$ cat src/rtl/fabric_warmboot_ctrl.sv
// Warm-boot sequencer: fetches a length-prefixed bitstream slot from word memory
// and streams it into the fabric configuration loader while holding the fabric in reset.
module fabric_warmboot_ctrl #(
    parameter int unsigned ADDR_WIDTH    = 20,
    parameter int unsigned SLOT_SHIFT    = 16,
    parameter int unsigned MAX_WORDS     = 65535,
    parameter int unsigned DRAIN_TIMEOUT = 1024
) (
    input  logic                  clk_i,
    input  logic                  rst_ni,
    input  logic                  warmboot_boot_i,
    input  logic [3:0]            warmboot_slot_i,
    output logic                  warmboot_reset_o,
    output logic                  mem_rd_o,
    output logic [ADDR_WIDTH-1:0] mem_addr_o,
    input  logic                  mem_rvalid_i,
    input  logic [31:0]           mem_rdata_i,
    output logic [31:0]           bitstream_data_o,
    output logic                  bitstream_valid_o,
    input  logic                  cfg_busy_i,
    input  logic                  cfg_configured_i,
    output logic                  busy_o,
    output logic                  done_o,
    output logic                  error_o
);

    localparam int unsigned TIMER_W = $clog2(DRAIN_TIMEOUT) + 1;

    typedef enum logic [2:0] {
        IDLE,
        HDR_RD,
        HDR_WAIT,
        DAT_RD,
        DAT_WAIT,
        DRAIN
    } state_t;

    state_t                state;
    logic                  boot_q;
    logic [ADDR_WIDTH-1:0] addr;
    logic [16:0]           remaining;
    logic [TIMER_W-1:0]    timer;
    logic                  start;
    logic                  hdr_bad;
    logic [ADDR_WIDTH-1:0] slot_base;

    assign start     = warmboot_boot_i & ~boot_q & (state == IDLE);
    assign hdr_bad   = (mem_rdata_i == 32'd0) || (mem_rdata_i > 32'(MAX_WORDS));
    assign slot_base = ADDR_WIDTH'(warmboot_slot_i) << SLOT_SHIFT;
    assign mem_addr_o = addr;

    // NOTE: every piece of state, including the data and address registers, is reset so
    // that an abort mid-transfer leaves nothing half-issued on the memory or loader side.
    always_ff @(posedge clk_i or negedge rst_ni) begin
        if (!rst_ni) begin
            state             <= IDLE;
            boot_q            <= 1'b0;
            addr              <= '0;
            remaining         <= '0;
            timer             <= '0;
            mem_rd_o          <= 1'b0;
            bitstream_data_o  <= '0;
            bitstream_valid_o <= 1'b0;
            warmboot_reset_o  <= 1'b0;
            busy_o            <= 1'b0;
            done_o            <= 1'b0;
            error_o           <= 1'b0;
        end else begin
            // NOTE: non-blocking throughout, so every branch below reads pre-edge values.
            boot_q            <= warmboot_boot_i;
            mem_rd_o          <= 1'b0;
            bitstream_valid_o <= 1'b0;
            done_o            <= 1'b0;

            case (state)
                IDLE: begin
                    if (start) begin
                        addr             <= slot_base;
                        error_o          <= 1'b0;
                        busy_o           <= 1'b1;
                        warmboot_reset_o <= 1'b1;
                        state            <= HDR_RD;
                    end
                end

                HDR_RD: begin
                    mem_rd_o <= 1'b1;
                    state    <= HDR_WAIT;
                end

                HDR_WAIT: begin
                    if (mem_rvalid_i) begin
                        if (hdr_bad) begin
                            error_o          <= 1'b1;
                            busy_o           <= 1'b0;
                            warmboot_reset_o <= 1'b0;
                            state            <= IDLE;
                        end else begin
                            remaining <= mem_rdata_i[16:0];
                            addr      <= addr + ADDR_WIDTH'(1);
                            state     <= DAT_RD;
                        end
                    end
                end

                DAT_RD: begin
                    mem_rd_o <= 1'b1;
                    state    <= DAT_WAIT;
                end

                DAT_WAIT: begin
                    if (mem_rvalid_i) begin
                        bitstream_data_o  <= mem_rdata_i;
                        bitstream_valid_o <= 1'b1;
                        remaining         <= remaining - 17'd1;
                        addr              <= addr + ADDR_WIDTH'(1);
                        if (remaining == 17'd1) begin
                            timer <= '0;
                            state <= DRAIN;
                        end else begin
                            state <= DAT_RD;
                        end
                    end
                end

                DRAIN: begin
                    // Success is tested first so it wins over a coincident timeout.
                    if (cfg_configured_i && !cfg_busy_i) begin
                        done_o           <= 1'b1;
                        busy_o           <= 1'b0;
                        warmboot_reset_o <= 1'b0;
                        state            <= IDLE;
                    end else if (timer == TIMER_W'(DRAIN_TIMEOUT - 1)) begin
                        error_o          <= 1'b1;
                        busy_o           <= 1'b0;
                        warmboot_reset_o <= 1'b0;
                        state            <= IDLE;
                    end else begin
                        timer <= timer + TIMER_W'(1);
                    end
                end

                default: begin
                    busy_o           <= 1'b0;
                    warmboot_reset_o <= 1'b0;
                    state            <= IDLE;
                end
            endcase
        end
    end

endmodule

$ cat config.mk
export PLATFORM = sky130hd
export DESIGN_NAME = fabric_warmboot_ctrl
export DESIGN_NICKNAME = d
export VERILOG_FILES = /design/src/rtl/fabric_warmboot_ctrl.sv
export SDC_FILE = /design/constraint.sdc
export NUM_CORES = 1
export LEC_CHECK = 0
export ABC_AREA = 1
export BUFFER_PORTS_ARGS = -buffer_cell sky130_fd_sc_hd__buf_2
export CORE_ASPECT_RATIO = 2
export CORE_MARGIN = 4
export CORE_UTILIZATION = 45
export CTS_BUF_LIST = sky130_fd_sc_hd__clkbuf_8 sky130_fd_sc_hd__clkbuf_16
export CTS_CLUSTER_DIAMETER = 150
export DETAILED_ROUTE_END_ITERATION = 8
export MAX_ROUTING_LAYER = met4
export PLACE_DENSITY = 0.7
export RECOVER_POWER = 25
export SETUP_SLACK_MARGIN = 0.05
export SLEW_MARGIN = 20
export SYNTH_ARGS = -nofsm -noshare
export SYNTH_HDL_FRONTEND = slang
export SYNTH_SLANG_ARGS = --single-unit
$ cat constraint.sdc
create_clock -name clk_i -period 1.64 [get_ports clk_i]
set_input_delay 0.164 -clock clk_i [delete_from_list [all_inputs] [get_ports clk_i]]
set_output_delay 0.164 -clock clk_i [all_outputs]
set_load 0.02 [all_outputs]
**Yosys cells after proc, flatten, opt, wreduce, memory -nomap -nowiden**

Cells that the tools add are included.

- Flip-flop bits (word level): 89
- Input bits: 42
- Output and inout bits: 58
- Word-level logic and storage cells: 93

- $add $sub $neg: 3
- Magnitude comparators: 1
- Equality and inequality tests: 17
- Mux-type cells: 39
- Bitwise operators: 4
- Reductions and logical operators: 18

Operators with widths:

| cell | number |
|---|---|
| two-way mux 20 bit | 4 |
| case mux 20 bit (3 select lines) | 1 |
| two-way mux 17 bit | 3 |
| two-way mux 11 bit | 4 |
| case mux 17 bit (2 select lines) | 1 |
| > comparator 32 x 16 -> 1 bit (second input constant) | 1 |
| logical NOT 32 bit | 1 |
| case mux 11 bit (2 select lines) | 1 |
| adder 20 x 1 -> 20 bit (second input constant) | 1 |
| two-way mux 3 bit | 6 |
| inequality test 2 bit (second input constant) | 9 |
| case mux 3 bit (6 select lines) | 1 |
| == test 17 x 1 -> 1 bit (second input constant) | 1 |
| subtractor 17 x 1 -> 17 bit (second input constant) | 1 |
| two-way mux 1 bit | 15 |
| AND reduction 5 bit | 3 |
| adder 11 x 1 -> 11 bit (second input constant) | 1 |
| == test 11 x 10 -> 1 bit (second input constant) | 1 |
| AND reduction 4 bit | 2 |
| == test 3 x 2 -> 1 bit (second input constant) | 2 |
| == test 3 bit (second input constant) | 2 |
| AND reduction 6 bit | 1 |
| nonzero test 3 bit | 2 |
| case mux 1 bit (4 select lines) | 1 |
| other kinds (14) | 17 |

**Longest topological paths before layout**

- Depth in word-level cells: 5
- Gate-level depth with buffers: 13
- Gate-level depth less buffers: 13

**Worst setup path before layout**

Ideal clock, no wire load.

- Kind: register to register
- Start: reg addr[0], in the netlist mem_addr_o[0]
- End: reg addr[16], in the netlist mem_addr_o[16]
- Library setup time: 116 ps
- Arrival time: 1484 ps
- Required time: 1524 ps
- Slack: 40 ps
- Cell stages (with the launch flop): 13
- Buffers on the path: 0
- Period minus slack after synthesis: 1600 ps
- Path through: dfrtp_1 ha_1 nand2_1 nor2_1 nand3_1 inv_1 nand2_1 nand2_1 nand2_1 nand2_1 nand2_1 nand2_1 nand2_1

- Word-level cells in the longest chain between the ends: 4
- Elaborated cells between the ends (all ways): 5
- Those cells by class: add/sub (1); mux (4)

RTL lines:

| element | line | text |
|---|---|---|
| start, declared | 40 | `logic [ADDR_WIDTH-1:0] addr;` |
| start signal, assigned | 78 | `addr <= slot_base;` |
| start signal, assigned | 100 | `addr <= addr + ADDR_WIDTH'(1);` |
| start signal, assigned | 116 | `addr <= addr + ADDR_WIDTH'(1);` |
| adder 20 x 1 -> 20 bit (*) | 100, 116 |  |
| two-way mux 20 bit | 93 | `if (hdr_bad) begin` |
| two-way mux 20 bit | 92 | `if (mem_rvalid_i) begin` |
| case mux 20 bit (3 select lines) (*) | 75 | `case (state)` |

Mark *: on every way between the ends. The rest lies on a longest branch, timed or not. The select of a mux whose other input is x is not followed.
A chain may end at the register's enable or synchronous reset.

**Worst setup path after layout**

- Start: reg remaining[0]
- End: reg remaining[8]

- Word-level cells in the longest chain between the ends: 3

RTL lines:

| element | line | text |
|---|---|---|
| start, declared | 41 | `logic [16:0] remaining;` |
| start signal, assigned | 99 | `remaining <= mem_rdata_i[16:0];` |
| start signal, assigned | 115 | `remaining <= remaining - 17'd1;` |
| subtractor 17 x 1 -> 17 bit | 115 |  |
| two-way mux 17 bit | 112 | `if (mem_rvalid_i) begin` |
| case mux 17 bit (2 select lines) | 75 |  |

Every way passes these cells. The select of a mux whose other input is x is not followed.

==> flow_summary.toml <==
[status]
status = "finished, final reports clean"

[grt]
grt.total_usage_pct = 24.7
antenna_found_initial = 0
overflow = 0
grt_pass1_vias = 5111
grt_max_degree = 34
grt_pass1_wl_um = 23900

[synth]
ys_types = 27
synthAdderAreaFrac_pct = 1.01
yosys_warnings = 0
synthTopCellsByArea = "dfrtp_1, nand2_1, nor2_1, inv_1, nand3_1"
synth_top_area_cell = "dfrtp_1"
synth_top_family_by_area = "simple AND/OR/NAND/NOR gates"
avgSynthCellArea_um2 = 7.00
synth-compound-area-share_pct = 5.86
ys_seq_area_share_pct = 45.0
syn_nets = 753
synth_top_area_share_pct = 45.0
ys_seq_elements = 89
synthCells = 707
synth-simple-area-share_pct = 37.5
synthMuxAreaShare_pct = 0
synth-xor-area-share_pct = 3.89
synthesis.area_um2 = 4950

[timing]
finalCriticalPeriod_ns = 1.56
worst_pin_slew_ns = 0.894
rsz0062_at_grt = "true"
hold_violations = 0
setup_viol = 0
max_freq_ghz = 0.639
post-route-period-util_pct = 95.4
final.setup_skew_ns = 0.00730
slew_viol_final = 0
slew-limit-headroom_pct = 40.4

[run]
max-cap-violations = 0

[hold_path]
hold_path_depth = 3
min_to = "bitstream_data_o[31]"
hp-class = "in2reg"
min_from = "mem_rdata_i[31]"

[power_and_ir_drop]
p_per_area_nw_per_um2 = 1670
irDropWorstVdd_v = 0.000957
power.leakage_uw = 0.00349

[detailed_routing]
drt_iter0_markers = 179
viasPerCell = 5.06
post_drt_wl_per_cell_um = 14.7
drtAntennaViolNets = 0
num_vias = 5090
dr.pass1.iters = 5
routed_wl_um = 14800
remaining_drc_errors = 0

[worst_setup_path]
r2r_cells = 11
crit_fanout = 5
cp-end-kind = "flop"
critPathLaunchType = "flop"
reg2reg_from = "remaining[0]"
arrival_ns = 1.80
worstReg2RegEnd = "remaining[8]"
worst_ep_required_time_ns = 1.87
worstSetupPathType = "reg2reg"
regToRegSetupSlack_ns = 0.08

[finish]
insertedDiodeCount = 0
final_cell_area_um2 = 6560
layout.nets = 907
drive_gt1_share_pct = 28.5
stdcell_count = 1006
fillers = 1011
syn2layout_area_growth_pct = 32.6

[placement]
place.gp.congestion = 0.967
post-place-cells = 974
place_area_um2 = 5950
place_hpwl_um = 11100
io_buffers = 99

[die]
num_rows = 54
die-area_um2 = 12800
io_pins = 100
initial_core_util_pct = 45.8
core_area_um2 = 10800
die_y_um = 156
dieWidth_um = 82.2

[clock_tree]
clock_path_buffers = 2
htree_levels = 3
cts_buffers = 9
cts_tree = "done"
cts_root_buf = "clkbuf_16"
clkTransAtPathRegs_ns = 0.07
clock_latency_ns = 0.35
clock-sinks = 89
cells by family (layout without fill, tap and decap cells):
group	Yosys count	after routing
xor+xnor	22	22
buf+inv	83	242
compound gates	54	54
fa+ha+maj	4	4
flops	89	89
simple gates	455	455
power by group:
part           internal, uW  switching, uW
Clock                  1070            975
Sequential             2910            555
Combinational          2040           3390
how the worst max path moves through the flow:
| stage | depth (start not counted) | slack (ns) | to | start |
|---|---|---|---|---|
| 3_5_place_dp | 11 | -0.07 | remaining[6] | remaining[0] |
| 4_1_cts | 11 | 0.02 | remaining[8] | remaining[0] |
| 3_3_place_gp | 9 | -0.03 | timer[2] | remaining[6] |
| 2_1_floorplan | 12 | 0.06 | mem_addr_o[16] | mem_addr_o[1] |
| 5_1_grt | 9 | -0.03 | busy_o | timer[5] |
| 6_report | 11 | 0.08 | remaining[8] | remaining[0] |
sequential cells by signal (all words and copies together), names as in the netlist:
signal and cells:
bitstream_data_o 32, mem_addr_o 20, remaining 17, timer 11, state 3, bitstream_valid_o 1
boot_q 1, busy_o 1, done_o 1, error_o 1, mem_rd_o 1
per-stage QoR:
stage / setup WS (ns) / total power (uW) / util (%) / hold slack, ns / TNS, ns
4_1_cts: 0.0200 / 10600 / 58.5 / 0.0217 / 0
6_report: 0.0756 / 10900 / 60.7 / 0.0284 / 0
2_1_floorplan: 0.0563 / 6380 / - / -0.132 / 0
3_5_place_dp: -0.0749 / 8400 / 55.0 / 0.145 / -0.631
5_1_grt: -0.0301 / 11700 / 60.7 / 0.0320 / -0.419
3_3_place_gp: -0.0283 / 8280 / 55.0 / 0.135 / -0.199
worst max-delay path: stages, from the launching register on:
cell	delay [ns]
dfrtp_1	0.43
inv_2	0.08
ha_4	0.17
inv_2	0.06
nor2_4	0.04
nand2_4	0.10
nor2_4	0.05
or2_2	0.27
nand3_1	0.06
o21ai_0	0.07
nand2_1	0.07
nand2_1	0.05
timing repair:
| action | 4_1_cts | 5_1_grt |
|---|---|---|
| buffers inserted | 2 | 11 |
| hold buffers | 2 | 0 |
| pin swaps | 2 | 18 |
| gates cloned | 0 | 1 |
| resized for setup | 15 | 57 |
| hold endpoints to repair | 32 | 0 |
| setup endpoints to repair | 20 | 60 |
Yosys cell counts:
master,instances
o21ai_1,11
nor2_2,5
nand2_1,296
buf_4,2
or2_2,4
buf_2,8
ha_1,4
nand3_2,3
nand2_2,4
o21ai_2,1
nand3b_1,4
inv_1,60
inv_2,3
nor3_1,1
xnor2_1,5
nor3b_1,1
buf_6,1
nand4_1,12
dfrtp_1,89
nor2_1,89
o21bai_1,2
clkbuf_1,9
a21oi_4,1
xor2_1,17
nand3_1,36
o21ai_0,34
a21oi_1,5
final cells by class:
cell class	count	area [um2]	area share, %
clock buffers	9	225	3.43
clock inverters	7	67.6	1.03
inverters	63	243	3.70
multi-input cells	535	2570	39.2
flip-flops and latches	89	2230	34.0
well taps	140	175	2.67
repair buffers	162	1040	15.8
repair inverters	1	7.51	0.114
placed cells by master, fill, tap and decap left out, types with 3 or more instances in the layout:
cell type,instances
a21oi_1,5
nand3b_1,4
nand3_1,33
buf_12,5
clkbuf_16,9
inv_8,3
nor2_4,8
xnor2_1,5
dfrtp_2,6
buf_2,97
or2_2,4
inv_2,9
nand2_1,281
o21ai_0,31
nor2_1,74
dfrtp_1,83
clkinvlp_4,3
nand4_1,12
inv_1,52
o21ai_1,14
buf_4,53
nand2_2,16
xor2_1,17
nor2_2,12
nand2_4,3
nand3_2,5
layer usage:
layer,up-vias,track usage [%],share of wire [%]
li1,2507,-,-
met1,2397,25.0,35
met2,145,45.3,57
met3,41,2.88,3.8
met5,-,-,0
met4,0,12.2,4.4
(Power assumes the default switching activity.)
